===== src/rtl/univ_shift_reg.sv =====
// Universal shift register: hold, serial shift, rotate, arithmetic shift, load, clear,
// with a saturating shift counter and a one-cycle completion pulse.
module univ_shift_reg #(
  parameter int                 WIDTH   = 8,
  parameter logic [WIDTH-1:0]   RST_VAL = {WIDTH{1'b0}},
  localparam int                CW      = $clog2(WIDTH+1)
) (
  input  logic             clk,
  input  logic             rst,
  input  logic             en,
  input  logic [2:0]       mode,
  input  logic [WIDTH-1:0] d,
  input  logic             sin_l,
  input  logic             sin_r,
  output logic [WIDTH-1:0] q,
  output logic             sout_msb,
  output logic             sout_lsb,
  output logic [CW-1:0]    shift_cnt,
  output logic             done
);

  typedef enum logic [2:0] {
    M_HOLD  = 3'b000,
    M_SHL   = 3'b001,
    M_SHR   = 3'b010,
    M_ROTL  = 3'b011,
    M_ROTR  = 3'b100,
    M_LOAD  = 3'b101,
    M_ASR   = 3'b110,
    M_CLEAR = 3'b111
  } mode_e;

  localparam logic [CW-1:0] CNT_MAX  = CW'(WIDTH);
  localparam logic [CW-1:0] CNT_LAST = CW'(WIDTH-1);

  logic [WIDTH-1:0] q_q, q_d;
  logic [CW-1:0]    cnt_q, cnt_d;
  logic             done_q, done_d;
  logic             is_shift;
  mode_e            op;

  assign op = mode_e'(mode);

  always_comb begin
    q_d      = q_q;
    cnt_d    = cnt_q;
    done_d   = 1'b0;
    is_shift = 1'b0;
    if (en) begin
      case (op)
        M_HOLD:  q_d = q_q;
        M_SHL:   begin q_d = {q_q[WIDTH-2:0], sin_l};          is_shift = 1'b1; end
        M_SHR:   begin q_d = {sin_r, q_q[WIDTH-1:1]};          is_shift = 1'b1; end
        M_ROTL:  begin q_d = {q_q[WIDTH-2:0], q_q[WIDTH-1]};   is_shift = 1'b1; end
        M_ROTR:  begin q_d = {q_q[0], q_q[WIDTH-1:1]};         is_shift = 1'b1; end
        M_LOAD:  begin q_d = d;       cnt_d = '0; end
        M_ASR:   begin q_d = {q_q[WIDTH-1], q_q[WIDTH-1:1]};   is_shift = 1'b1; end
        M_CLEAR: begin q_d = RST_VAL; cnt_d = '0; end
        default: q_d = q_q;
      endcase
      // Saturate at WIDTH; done fires only on the WIDTH-1 -> WIDTH transition.
      if (is_shift && cnt_q != CNT_MAX) begin
        cnt_d  = cnt_q + 1'b1;
        done_d = (cnt_q == CNT_LAST);
      end
    end
  end

  always_ff @(posedge clk or posedge rst) begin
    if (rst) begin
      q_q    <= RST_VAL;
      cnt_q  <= '0;
      done_q <= 1'b0;
    end else begin
      q_q    <= q_d;
      cnt_q  <= cnt_d;
      done_q <= done_d;
    end
  end

  assign q         = q_q;
  assign sout_msb  = q_q[WIDTH-1];
  assign sout_lsb  = q_q[0];
  assign shift_cnt = cnt_q;
  assign done      = done_q;

endmodule


===== config.mk =====
export PLATFORM = sky130hd
export DESIGN_NAME = univ_shift_reg
export DESIGN_NICKNAME = d
export VERILOG_FILES = /design/src/rtl/univ_shift_reg.sv
export SDC_FILE = /design/constraint.sdc
export NUM_CORES = 1
export LEC_CHECK = 0
export ABC_AREA = 1
export BUFFER_PORTS_ARGS = -buffer_cell sky130_fd_sc_hd__buf_2
export CAP_MARGIN = 25
export CORE_MARGIN = 2
export CORE_UTILIZATION = 48
export DETAILED_ROUTE_END_ITERATION = 8
export HOLD_SLACK_MARGIN = 0.05
export PLACE_DENSITY = 0.78
export SLEW_MARGIN = 10
export SYNTH_ARGS = -nofsm -noshare
export SYNTH_HDL_FRONTEND = slang
export SYNTH_SLANG_ARGS = --single-unit

===== constraint.sdc =====
create_clock -name clk -period 1.5 [get_ports clk]
set_clock_uncertainty 0.2 [all_clocks]
set_input_delay 0.075 -clock clk [delete_from_list [all_inputs] [get_ports clk]]
set_output_delay 0.075 -clock clk [all_outputs]
set_load 0.02 [all_outputs]

==> reports/results.ini <==
[outcome]
outcome = complete, no violations

[worst_setup_path]
worst-path-buf-inv = 3
r2r_start = shift_cnt[0]
worstSetupPathType = in2reg
crit_required_ns = 1.47
r2r_cells = 5
start_kind = input port
rr_endpoint = done
worstPathMaxFanout = 5
critPathCaptureType = flip-flop
cp_slowest_cell = dlygate4sd3_1
cp.arrival_ns = 1.43
r2r_slack_ns = 0.10
slowest_delay_ns = 0.56
path_cells = dlygate4sd3_1 > buf_4 > nor2_4 > nand2_4 > nand2_4 > buf_4 > nor2_1 > nand2_1 > nand2_1
crit_family = buffers and inverters

[drt]
routed_wl_um = 2212
firstDrtPassIters = 4
vias = 969
vias_per_cell = 4.750
remaining_drc_errors = 0
wl_per_cell_um = 10.84
drtIter0Drc = 16
ant_nets = 0

[placement]
pre_cts_ws_ns = -0.01638
dp.cells = 184
post-dp-hpwl_um = 1511
gp_congestion = 0.8164
io_buffers = 30

[finish]
n_antenna_cell = 0
syn_to_final_growth_pct = 47.89
fill_cells = 145
mostFrequentLayoutCell = nand2_1
fin_nets = 198
drive_above_1_share_pct = 31.84
finalNonFillerCells = 204
layout_common_cells = 34 x nand2_1, 28 x buf_2, 25 x nor2_1, 13 x dlygate4sd3_1, 12 x inv_1

[floorplanning]
die_w_um = 46.32
die_h_um = 46.32
die_area_sq_um = 2145
row_count = 15
start_util_pct = 50.33
core_area_sq_um = 1708
ioPinCount = 31

[logic_synthesis]
netlist_area_sq_um = 859.6
syn_inst = 130
synth_area_leader_cell = dfrtp_1
yosys_warnings = 0
syn_avg_cell_area_sq_um = 6.612
seq_area_frac_synth_pct = 37.85
synth-seq-cells = 13
synth_fp_nets = 148
yosys.area.top_type_share_pct = 37.85
synthTopCellsByArea = dfrtp_1 38%, nand2_1 16%, nor2_1 11%
ys_types = 18

[hold_path]
hp-start = d[0]
holdCritPathClass = in2reg
min_path_cells = 7
min_to = q[0]

[pwr]
irDropWorstVdd_v = 0.0007483
power.density_nw_per_um2 = 1090
leakagePower_nw = 0.6849
total_power_mw = 1.386

[clocking]
cts_buffer_depth = 2
htreeDepth = 1
clockRootBuffer = clkbuf_4
cts_tree = done
clkTransAtPathRegs_ns = 0.08
cts_buffers = 3
worstSkewPairLatency_ns = 0.27
cts_sinks = 13

[global_route]
grt_max_degree = 14
antenna_found_initial = 0
grt_util_all_layers_pct = 21.10
grt_first_pass_wirelength_um = 3194
grt_pass1_vias = 757
grt_overflow = 0

[timing]
finalCritPeriodShare_pct = 97.10
max_freq_mhz = 686.6
period_minus_slack_ns = 1.456
setup_viol = 0
slew_violations = 0
worst_pin_slew_ns = 0.5102
setup_tns_ns = 0
layout_setup_ws_ns = 0.04356
hold_viol = 0
relSlewSlack_pct = 65.95

[run]
drv_cap = 0

flip-flops by register name (all words and copies together), names as in the netlist:
signal / count
done: 1
shift_cnt: 4
q: 8
cell usage after synthesis:
master / n
dfrtp_1: 13
ha_1: 2
nand4_1: 4
nand2_2: 1
inv_2: 2
nor2_1: 26
nand3_1: 9
nand2_4: 1
xnor2_1: 1
inv_1: 14
o21ai_0: 12
or2_2: 1
o21ai_1: 1
nand2_1: 36
buf_4: 2
nor3_1: 2
buf_6: 1
nor2_2: 2
how the worst max path moves through the flow:
stage	cells after the start	from	slack [ns]	endpoint
2_1_floorplan	8	shift_cnt[0]	0.03	shift_cnt[2]
3_3_place_gp	7	shift_cnt[0]	0.06	shift_cnt[1]
3_5_place_dp	7	shift_cnt[0]	-0.02	shift_cnt[0]
4_1_cts	7	shift_cnt[0]	0.004	shift_cnt[0]
5_1_grt	8	shift_cnt[1]	-0.02	shift_cnt[3]
6_report	9	mode[0]	0.04	q[0]
power by group:
group | switching [mW] | leakage (nW) | internal (mW)
registers | 0.0817 | 0.158 | 0.435
clock network | 0.117 | 0.0177 | 0.0988
logic | 0.387 | 0.509 | 0.267
cell type report:
type | instances | area, sq um | area share [%]
clock buffer | 3 | 22.52 | 1.772
clock inverter | 1 | 5.005 | 0.3937
inverter | 16 | 67.56 | 5.315
multi-input combinational | 98 | 494.2 | 38.88
sequential | 13 | 327.8 | 25.79
tap | 25 | 31.28 | 2.461
timing repair buffer | 48 | 322.8 | 25.39
cell families after synthesis:
family                     after synthesis  share of synthesized area [%]
and+or+nand+nor                         82                          40.61
buffers and inverters                   19                          10.04
AOI/OAI and AO/OA                       13                          7.569
DFF                                     13                          37.85
adders and majority gates                2                          2.911
xor gates and xnor gates                 1                          1.019
what timing repair did:
item | in CTS | in global routing
pin swaps | 1 | 7
setup buffers | 0 | 3
setup endpoints to repair | 3 | 12
resized for setup | 3 | 19
cloned | 0 | 0
hold buffers | 13 | 0
endpoints found under the hold margin | 26 | 0
tightest hold or removal path, stage by stage:
cell and delay [ns]:
buf_2 0.10, inv_1 0.05, nor3_1 0.05, nor2_1 0.10
nand2_1 0.06, nand2_1 0.05, nand2_1 0.04
stage by stage:
step	hold WS [ns]	cell area, sq um	utilization (%)
after floorplan	-0.2482	862.1	-
after global placement	-0.07598	1032	60.44
after detailed placement	-0.06943	1032	60.44
after CTS	0.05315	1201	70.33
after global routing	0.09511	1271	74.43
final	0.07886	1271	74.43
metal layers:
metal,vias to the layer above,GRT usage [%],share of wire (%)
met5,-,0,0
met4,0,6.857,1.3
met3,4,2.353,3.2
met2,27,38.06,50
met1,433,25.73,45
li1,505,-,-
Note: power is estimated with default switching activity, not from simulation.
